[src/rtl/banked_regfile_sb.sv]
`default_nettype none
// ============================================================================
//  Module   : banked_regfile_sb
//  Purpose  : Parametrised register file with two registered read ports, one
//             write port and a per-register busy scoreboard.
//             The scoreboard bit is set when a destination issues and
//             cleared when that register is written back, so decode can
//             detect RAW hazards.
//  Revision : 1.0  initial release
// ----------------------------------------------------------------------------
//  Parameters
//    DATA_W    register / data port width
//    ADDR_W    register index width (NUM_REGS = 2**ADDR_W, derived)
//  Ports
//    clk, rst                  clock, asynchronous active-low reset
//    rd_en, rd_addr1/2         read strobe and indices (both ports sample)
//    rd_data1/2, rd_busy1/2    registered read data / busy bit
//    wr_en, wr_addr, wr_data   writeback port (clears busy)
//    iss_en, iss_addr          issue port (sets busy)
//    iss_err                   one-cycle pulse: issue hit a busy register
//    busy_vec                  scoreboard flops, bit i = register i busy
//  Build option
//    BANKED_REGFILE_BYPASS_EN  when defined, a read and a write to the same
//                              register on the same edge forwards the write
//                              data and the post-write busy bit.
// ============================================================================
module banked_regfile_sb #(
  parameter  int DATA_W   = 16,
  parameter  int ADDR_W   = 4,
  localparam int NUM_REGS = 2 ** ADDR_W
) (
  input  logic                clk,
  input  logic                rst,
  input  logic                rd_en,
  input  logic [ADDR_W-1:0]   rd_addr1,
  input  logic [ADDR_W-1:0]   rd_addr2,
  output logic [DATA_W-1:0]   rd_data1,
  output logic [DATA_W-1:0]   rd_data2,
  output logic                rd_busy1,
  output logic                rd_busy2,
  input  logic                wr_en,
  input  logic [ADDR_W-1:0]   wr_addr,
  input  logic [DATA_W-1:0]   wr_data,
  input  logic                iss_en,
  input  logic [ADDR_W-1:0]   iss_addr,
  output logic                iss_err,
  output logic [NUM_REGS-1:0] busy_vec
);

`ifdef BANKED_REGFILE_BYPASS_EN
  localparam bit C_BYPASS_EN = 1'b1;
`else
  localparam bit C_BYPASS_EN = 1'b0;
`endif

  logic [DATA_W-1:0]   r_mem [NUM_REGS];
  logic [NUM_REGS-1:0] r_busy;
  logic [NUM_REGS-1:0] w_busy_next;
  logic                r_iss_err;
  logic                w_iss_err_next;
  logic [DATA_W-1:0]   r_rd_data1, r_rd_data2;
  logic                r_rd_busy1, r_rd_busy2;
  logic [DATA_W-1:0]   w_rd_data1, w_rd_data2;
  logic                w_rd_busy1, w_rd_busy2;
  logic                w_fwd1, w_fwd2;

  // Scoreboard next state: write clears, issue sets; set has priority so a
  // freshly issued producer is never lost to an older writeback.
  for (genvar gi = 0; gi < NUM_REGS; gi++) begin : g_busy
    assign w_busy_next[gi] =
        (r_busy[gi] & ~(wr_en & (wr_addr == ADDR_W'(gi)))) |
        (iss_en & (iss_addr == ADDR_W'(gi)));
  end

  // A same-cycle writeback to the issued register retires the old producer,
  // so that issue is not a hazard.
  assign w_iss_err_next = iss_en & r_busy[iss_addr] &
                          ~(wr_en & (wr_addr == iss_addr));

  // Forwarding selects the post-write view only when the write hits the
  // addressed register; otherwise the pre-edge state is returned.
  assign w_fwd1 = C_BYPASS_EN & wr_en & (wr_addr == rd_addr1);
  assign w_fwd2 = C_BYPASS_EN & wr_en & (wr_addr == rd_addr2);

  always_comb begin
    w_rd_data1 = r_mem[rd_addr1];
    w_rd_busy1 = r_busy[rd_addr1];
    w_rd_data2 = r_mem[rd_addr2];
    w_rd_busy2 = r_busy[rd_addr2];
    if (w_fwd1) begin
      w_rd_data1 = wr_data;
      w_rd_busy1 = w_busy_next[rd_addr1];
    end
    if (w_fwd2) begin
      w_rd_data2 = wr_data;
      w_rd_busy2 = w_busy_next[rd_addr2];
    end
  end

  always_ff @(posedge clk or negedge rst) begin
    if (!rst) begin
      for (int i = 0; i < NUM_REGS; i++) begin
        r_mem[i] <= '0;
      end
    end else if (wr_en) begin
      r_mem[wr_addr] <= wr_data;
    end
  end

  always_ff @(posedge clk or negedge rst) begin
    if (!rst) begin
      r_busy     <= '0;
      r_iss_err  <= 1'b0;
      r_rd_data1 <= '0;
      r_rd_data2 <= '0;
      r_rd_busy1 <= 1'b0;
      r_rd_busy2 <= 1'b0;
    end else begin
      r_busy    <= w_busy_next;
      r_iss_err <= w_iss_err_next;
      if (rd_en) begin
        r_rd_data1 <= w_rd_data1;
        r_rd_data2 <= w_rd_data2;
        r_rd_busy1 <= w_rd_busy1;
        r_rd_busy2 <= w_rd_busy2;
      end
    end
  end

  assign rd_data1 = r_rd_data1;
  assign rd_data2 = r_rd_data2;
  assign rd_busy1 = r_rd_busy1;
  assign rd_busy2 = r_rd_busy2;
  assign iss_err  = r_iss_err;
  assign busy_vec = r_busy;

endmodule
`default_nettype wire

[config.mk]
export PLATFORM = sky130hd
export DESIGN_NAME = banked_regfile_sb
export DESIGN_NICKNAME = d
export VERILOG_FILES = /design/src/rtl/banked_regfile_sb.sv
export SDC_FILE = /design/constraint.sdc
export NUM_CORES = 1
export LEC_CHECK = 0
export CORE_MARGIN = 5
export CORE_UTILIZATION = 55
export CTS_CLUSTER_SIZE = 20
export DETAILED_ROUTE_END_ITERATION = 8
export PLACE_DENSITY = 0.82
export SLEW_MARGIN = 15
export SYNTH_ARGS = -nofsm -noshare
export SYNTH_HDL_FRONTEND = slang
export SYNTH_SLANG_ARGS = --single-unit
[constraint.sdc]
create_clock -name clk -period 1.4 [get_ports clk]
set_input_delay 0.42 -clock clk [delete_from_list [all_inputs] [get_ports clk]]
set_output_delay 0.42 -clock clk [all_outputs]
set_load 0.1 [all_outputs]
### Word level (Yosys, flattened, before mapping)

Index checks and enable logic that the tools add are counted.

| cells by class | value |
|---|---|
| $lt $le $gt $ge | 7 |
| eq/ne operators | 31 |
| muxes and demuxes | 15 |
| bitwise gates (word level) | 87 |
| reduce and logical (&&, ||, !) cells | 3 |

Operator list:

| operator | count |
|---|---|
| $bwmux 256 | 1 |
| $bmux 16 s4 | 2 |
| $mux 16 | 5 |
| $demux 16 s4 | 1 |
| $eq 4x4->1 const B | 16 |
| $and 1x1->1 | 51 |
| $eq 4x3->1 const B | 8 |
| $not 1->1 | 17 |
| $eq 4x2->1 const B | 4 |
| $or 1x1->1 | 16 |
| $ge 5x5->1 const B | 3 |
| $lt 4x5->1 const B | 3 |
| $not 4->5 | 3 |
| $bmux 1 s4 | 3 |
| $eq 4x1->1 const B | 2 |
| $logic_not 4->1 | 2 |
| $lt 5x1->1 const B | 1 |
| $eq 4x4->1 | 1 |
| $mux 1 | 3 |
| $logic_and 1x1->1 | 1 |

| word-level totals | value |
|---|---|
| bits in registers | 307 |
| bits of input ports | 37 |
| output and inout bits | 51 |
| word-level logic and storage cells | 165 |

### Longest topological paths before layout

Gate-level depths: netlist (run 1).

| depth | value |
|---|---|
| depth in word-level cells | 6 |
| mapped depth | 8 |
| depth with buffers taken out | 4 |

### Worst setup path before layout (run 1)

No wires, ideal clock.

| path | value |
|---|---|
| path kind | input to register |
| start point | input port rd_addr1[2] |
| end point | register r_rd_data1[15] (netlist: rd_data1[15]) |
| setup time | 0.137 ns |
| data arrival time | 1.759 ns |
| required time | 1.263 ns |
| setup slack | -0.496 ns |
| cell stages on the path | 6 |
| buffers on the path | 2 |
| cells stage by stage | buf_2 buf_2 mux4_2 mux2_2 o22ai_1 a21oi_1 |

| on the way | value |
|---|---|
| word-level cells in the longest chain between the ends | 4 |

Ends and longest elaborated chain:

| what | RTL line | RTL |
|---|---|---|
| from (decl) | 35 | `input logic [ADDR_W-1:0] rd_addr1,` |
| $not 4->5 (not written as such) | 86 | `w_rd_data1 = r_mem[rd_addr1];` |
| $bmux 16 s4 | 86 |  |
| $mux 16 (not written as such) (2 in a row) | 86 |  |
| to (signal assigned) | 122 | `r_rd_data1 <= w_rd_data1;` |
| to (decl) | 61 | `logic [DATA_W-1:0] r_rd_data1, r_rd_data2;` |

No other way between the ends. The select of a mux whose other input is x is not followed.
A chain may end at the register's enable or synchronous reset.

### Worst setup path after layout (run 1)

| path | value |
|---|---|
| start point | register r_busy[2] (netlist: busy_vec[2]) |
| end point | output port busy_vec[2] |

RTL lines:

| what | RTL line | RTL |
|---|---|---|
| from (decl) | 57 | `logic [NUM_REGS-1:0] r_busy;` |
| from (signal assigned) | 119 | `r_busy <= w_busy_next;` |
| to (decl) | 47 | `output logic [NUM_REGS-1:0] busy_vec` |

No word-level cell between the ends.

==> impl_metrics.json, run 1 <==
{
  "status": "complete, but fails checks",
  "reg2reg_to": "iss_err",
  "cts.htree.levels": 2,
  "die_area_um2": 32260,
  "worst-setup-path-type": "reg -> out",
  "cts_tree": "yes",
  "max_slew_margin_pct": 65.14,
  "instances_no_fill": 1829,
  "cp_data_arrival_time_ns": 1.39,
  "nets": 1459,
  "setup.worst_path.start": "busy_vec[2]",
  "cts-root-to-sink-buffers": 3,
  "wire_length_of_the_first_global_routing_pass_um": 82990,
  "final_antenna_net_count": 0,
  "combined_area_of_the_multi_input_logic_cells_um2": 8667,
  "worst_setup_path_end_kind": "output port",
  "worstSetupStartpointType": "flop",
  "register_area_um2": 7729,
  "antenna-diode-count": 0,
  "critical_path_required_ns": 0.98,
  "cts.reportedPaths.clkPinSlew_ns": 0.06,
  "yosysSeqAreaShare_pct": 48.55,
  "min_period_over_period_pct": 129.4,
  "firstDrtPassIters": 7,
  "place.gp.congestion": 0.8995,
  "drc_markers": 0,
  "detailroute.via_count": 12460,
  "track_usage_pct": 33.27,
  "globalRoute.totalOverflow": 0,
  "finalClockSkew_ns": 0.02029,
  "regToRegSetupSlack_ns": -0.35,
  "hold-worst-slack_ns": 0.3837,
  "std_cell_rows": 62,
  "synth.yosys.warnings": 0,
  "vdd_ir_drop_max_mv": 1.120,
  "failed_checks": "setup timing",
  "rr_startpoint": "busy_vec[2]",
  "insertion_delay_ns": 0.52,
  "achievable-frequency_mhz": 552.0,
  "synthesis.nets": 1057,
  "power.static_leakage_nw": 10.15,
  "worst_setup_path_endpoint": "busy_vec[2]",
  "setup_slack_ns": -0.4117,
  "die_h_um": 179.6,
  "final_hold_viol_count": 0,
  "synth.ff_latch_count": 307,
  "synth_cells": 1020,
  "grt_start_max_net_pins": 69,
  "cts_num_sinks": 307,
  "netSwitchingFraction_pct": 33.22,
  "crit_fanout": 2,
  "cell_area_after_layout_um2": 22880,
  "timing_max_transition_violations_final": 0,
  "hold_class": "in -> async",
  "power.share.sequential_pct": 35.8,
  "synth_cell_types": 38,
  "synth_area_um2": 15820,
  "clockRootBuffer": "clkbuf_16",
  "coreArea_um2": 28550,
  "r2r_cells": 7,
  "tritoncts.num_buffers": 34,
  "starting_density_of_the_core_pct": 55.43,
  "layout.filler_cells": 1383,
  "worst_slew_pin_slew_ns": 0.5229,
  "syn-mean-instance-area_um2": 15.51,
  "power.clock.fraction_pct": 24.5,
  "place.port_buffers": 87,
  "rsz0062_at_grt": "yes",
  "net_switching_power_figure_mw": 11.95,
  "power_density_nw_per_um2": 1572,
  "period_needed_ns": 1.812,
  "max_cap_violations": 0,
  "avgViaCountPerCell": 6.812,
  "grt_antenna_before_repair": 0,
  "routed_wl_um": 56210,
  "wl_per_instance_um": 30.73,
  "power_report.internal_total_mw": 24.03,
  "dieWidth_um": 179.6,
  "share_comb_of_total_power_pct": 39.7,
  "first_global_vias": 13570,
  "dpl.cell_count": 1683,
  "dr.first_iter.drc_count": 1434,
  "post-dp-hpwl_um": 31400,
  "dpl-instance-area_um2": 20540,
  "final_layout_size_suffix_gt1_share_pct": 71.21,
  "io-pin-count": 88,
  "area_growth_syn_to_layout_pct": 44.60,
  "finalSetupViolations": 86
}
-- area by class of cell --
type	instances	area share, %
Sequential cell	307	33.78
Tap cell	384	2.100
Clock buffer	53	4.517
Timing Repair Buffer	465	21.44
Inverter	3	0.04922
Clock inverter	6	0.2297
Multi-Input combinational cell	611	37.88
-- how the worst min path moves through the flow --
stage	start	end	slack, ns	cells after the start
global route	rst	r_mem[91]	0.42	2
floorplan	rst	busy_vec[10]	0.12	0
global placement	rst	r_mem[91]	0.32	1
detailed placement	rst	r_mem[91]	0.33	1
finish	rst	r_mem[91]	0.38	2
CTS	rst	r_mem[91]	0.38	2
-- power groups by stage --
| stage | combinational (mW) | clock, mW | sequential, mW |
|---|---|---|---|
| floorplan | 5.14 | 0 | 14.5 |
| global placement | 11.8 | 0 | 12.6 |
| detailed placement | 12.2 | 0 | 12.7 |
| CTS | 13.5 | 8.81 | 12.6 |
| global route | 14.8 | 9.26 | 13.0 |
| finish | 14.3 | 8.82 | 12.9 |
-- layer usage --
| metal | vias up | wire (um) | GRT usage (%) |
|---|---|---|---|
| met3 | 297 | 5043 | 7.862 |
| met1 | 6446 | 19910 | 41.56 |
| met5 | - | 0 | 0 |
| li1 | 4795 | - | - |
| met4 | 0 | 3599 | 17.07 |
| met2 | 921 | 27660 | 54.68 |
-- cell families (layout without fill, tap and decap cells) --
| group | after synthesis | count (layout) | share of synthesized area, % |
|---|---|---|---|
| buffers and inverters | 102 | 527 | 3.376 |
| AO/OA/AOI/OAI | 129 | 129 | 4.824 |
| flip-flops | 307 | 307 | 48.55 |
| AND/OR/NAND/NOR | 47 | 47 | 1.969 |
| XOR/XNOR | 4 | 4 | 0.2215 |
| multiplexers | 431 | 431 | 41.06 |
-- worst max-delay path, stage by stage (launching register included) --
cell	delay, ns
dfrtp_4	0.48
buf_6	0.12
buf_6	0.12
buf_12	0.15
-- cell usage in the layout (no fill, tap or decap), types with 10 or more instances in the layout --
master	count
mux4_2	140
dfrtp_1	282
o22ai_1	29
clkdlybuf4s50_1	23
mux2_2	118
mux2_4	172
nor2_4	10
o22ai_2	35
a21oi_1	19
buf_12	100
a21oi_2	15
o21ai_0	18
dfrtp_2	19
buf_6	24
nand2_1	10
buf_4	307
clkbuf_16	35
-- flip-flops by register name, summed over array words and instances (netlist names) --
register  cells
iss_err       1
rd_data2     16
rd_data1     16
r_mem       256
rd_busy2      1
rd_busy1      1
busy_vec     16
-- through the flow --
| stage | util [%] | TNS (ns) | total power [mW] | setup WS (ns) |
|---|---|---|---|---|
| floorplan | - | -42.00 | 19.59 | -0.2854 |
| global placement | 71.96 | -216.02 | 24.38 | -0.8209 |
| detailed placement | 71.96 | -227.21 | 24.92 | -0.8828 |
| CTS | 79.08 | -11.81 | 34.91 | -0.3998 |
| global route | 80.15 | -14.87 | 37.01 | -0.4394 |
| finish | 80.15 | -13.20 | 35.98 | -0.4117 |
-- synth_stat cells, drive strengths merged --
library cell	number	share of area (%)
mux2i	1	0.063
nand3b	5	0.42
nor3b	2	0.17
o32ai	1	0.055
or3	2	0.079
o31ai	3	0.14
nor2	10	0.38
xor2	3	0.17
o22ai	68	2.7
a21oi	34	1.1
o41ai	1	0.055
or2	2	0.079
mux2	290	21
nand2b	8	0.32
xnor2	1	0.055
nand2	13	0.32
buf	59	2.4
dfrtp	307	49
mux4	140	20
a32o	3	0.19
clkbuf	40	0.95
a211oi	1	0.047
nand3	3	0.13
inv	3	0.071
and3	2	0.079
o21ai	18	0.57
-- repair_timing --
item                       4_1_cts  5_1_grt
setup buffers                   58       28
hold endpoints to repair        20        0
pin swaps                       12       10
setup endpoints to repair      352      194
hold buffers                     1        0
resized for setup              117       34
cloned                           1        0
Power figures use the tool's default switching activity.
==> run 2, diff against run 1 <==
--- a/config.mk
+++ b/config.mk
@@ -5,12 +5,13 @@
 export SDC_FILE = /design/constraint.sdc
 export NUM_CORES = 1
 export LEC_CHECK = 0
-export CORE_MARGIN = 5
 export CORE_UTILIZATION = 55
 export CTS_CLUSTER_SIZE = 20
 export DETAILED_ROUTE_END_ITERATION = 8
 export PLACE_DENSITY = 0.82
+export SKIP_CTS_REPAIR_TIMING = 1
 export SLEW_MARGIN = 15
 export SYNTH_ARGS = -nofsm -noshare
 export SYNTH_HDL_FRONTEND = slang
 export SYNTH_SLANG_ARGS = --single-unit
+export TNS_END_PERCENT = 100
==> run 2 against run 1 <==
The run still ends with setup timing left. Clock skew shrank 0.012 ns. Die area shrank 8.7%. Combinational power is essentially flat. Worst hold slack lost 0.075 ns. Core utilization grew 0.43 points. Register-to-register slack gained 0.04 ns. Wire length grew 3.1%. Non-clock buffer count shrank 13. Critical path type unchanged. Critical endpoint is now busy_vec[3].
==> impl_metrics.json, run 2 (synthesis gave the netlist of run 1 again) <==
{
  "wire_length_of_the_first_global_routing_pass_um": 78690,
  "antenna-diode-count": 0,
  "max_slew_margin_pct": 72.51,
  "tritoncts.num_buffers": 31,
  "worst_setup_path_end_kind": "output port",
  "final_antenna_net_count": 0,
  "place.port_buffers": 87,
  "flip_flop_count_of_the_largest_register_all_copies_and_words_added": 256,
  "starting_density_of_the_core_pct": 56.49,
  "dpl-instance-area_um2": 20560,
  "grt_start_max_net_pins": 67,
  "die_area_um2": 29450,
  "setup_slack_ns": -0.4755,
  "vdd_ir_drop_max_mv": 1.089,
  "cts_num_sinks": 307,
  "avgViaCountPerCell": 7.063,
  "post-dp-hpwl_um": 32460,
  "dieWidth_um": 171.6,
  "most-common-layout-cells": "buf_4 (297), dfrtp_1 (284), mux2_4 (169)",
  "status": "complete, but fails checks",
  "drc_markers": 0,
  "firstDrtPassIters": 6,
  "wl_per_instance_um": 32.13,
  "first_global_vias": 13100,
  "critical_path_required_ns": 0.98,
  "globalRoute.totalOverflow": 0,
  "crit_slowest_cell": "dfrtp_4",
  "worst_slew_pin_slew_ns": 0.4071,
  "finalClockSkew_ns": 0.008641,
  "power_density_nw_per_um2": 1561,
  "crit_fanout": 2,
  "final_layout_size_suffix_gt1_share_pct": 69.89,
  "crit_path_cell_trace": "buf_6 -> buf_6 -> buf_12",
  "setup_tns_final_ns": -16.47,
  "cp_data_arrival_time_ns": 1.46,
  "cpMostUsedCell": "buf_6",
  "coreArea_um2": 28010,
  "final_hold_viol_count": 0,
  "area_growth_syn_to_layout_pct": 42.65,
  "critical_path.top_delay_family": "flip-flops",
  "worst-setup-path-type": "reg -> out",
  "max_cap_violations": 0,
  "place.gp.congestion": 0.8870,
  "detailroute.via_count": 12730,
  "nets": 1443,
  "combined_area_of_the_multi_input_logic_cells_um2": 8602,
  "grt_antenna_before_repair": 1,
  "period_needed_ns": 1.875,
  "insertion_delay_ns": 0.57,
  "cell_area_after_layout_um2": 22570,
  "slowest_delay_ns": 0.49,
  "die_h_um": 171.6,
  "routed_wl_um": 57930,
  "min_period_over_period_pct": 134.0,
  "dr.first_iter.drc_count": 1531,
  "finalSetupViolations": 86,
  "failed_checks": "setup timing",
  "power.static_leakage_nw": 10.04,
  "io-pin-count": 88,
  "register_area_um2": 7726,
  "cts-root-to-sink-buffers": 3,
  "hold_class": "in -> async",
  "hold-worst-slack_ns": 0.3089,
  "track_usage_pct": 36.40,
  "cts_tree": "yes",
  "cts.htree.levels": 1,
  "cp_num_buf_inv": 3,
  "worstSetupStartpointType": "flop",
  "rsz0062_at_grt": "yes",
  "timing_max_transition_violations_final": 0,
  "std_cell_rows": 61,
  "final_common_cell": "buf_4",
  "achievable-frequency_mhz": 533.2,
  "dpl_worst_slack_ns": -0.8668,
  "cts.reportedPaths.clkPinSlew_ns": 0.07,
  "clockRootBuffer": "clkbuf_16",
  "layout.filler_cells": 1305,
  "largest_register": "r_mem"
}
## run 2: cell types whose count changed in the layout (fill, tap and decap cells not counted), sizes merged
cell	delta
dlymetal6s2s	+5
clkdlybuf4s15	-1
clkbuf	-9
bufinv	+1
buf	-16
## run 2: worst paths after layout
check | slack [ns] | endpoint | startpoint | depth (start not counted)
setup / recovery | -0.48 | busy_vec[3] | busy_vec[3] | 3
hold / removal | 0.31 | r_mem[183] | rst | 2
setup reg to reg | -0.31 | rd_busy2 | busy_vec[3] | 5
hold reg to reg | 0.55 | r_mem[214] | r_mem[214] | 1
max in group asynchronous | 0.44 | busy_vec[7] | rst | 3
min in group clk | 0.38 | rd_data1[0] | rd_en | 3
## run 2: metal layers
layer	GRT usage, %	part of all wire [%]
met5	0	0.047
met4	19.99	7.7
met3	7.570	10
met2	60.10	48
met1	45.03	35
## run 2: where the power goes
| group | leakage, nW | switching, mW | total (mW) | internal (mW) |
|---|---|---|---|---|
| Clock | 0.478 | 3.57 | 8.14 | 4.58 |
| Sequential | 3.71 | 2.00 | 13.0 | 11.0 |
| Combinational | 5.85 | 6.37 | 14.1 | 7.74 |
## run 2: worst register-to-register path, cell delays in order, from the launching register on
cell	delay [ns]
dfrtp_4	0.49
buf_4	0.16
mux4_2	0.47
mux2_2	0.31
o22ai_2	0.11
a21oi_1	0.06
## run 2: per-stage QoR
step                instances  util, %  power [mW]
finish                   1803    80.58       35.23
global route             1803    80.58       36.05
CTS                      1737    76.82       33.23
detailed placement       1685    73.40       24.96
global placement         1685    73.40       24.32
floorplan                1020        -       19.59
## run 2: layout make-up
| type | instances | area share, % |
|---|---|---|
| multi-input cells | 611 | 38.11 |
| well taps | 378 | 2.095 |
| clock buffers | 45 | 3.980 |
| flip-flops and latches | 307 | 34.23 |
| repair buffers | 452 | 21.27 |
| clock inverters | 7 | 0.2661 |
| inverters | 3 | 0.04989 |
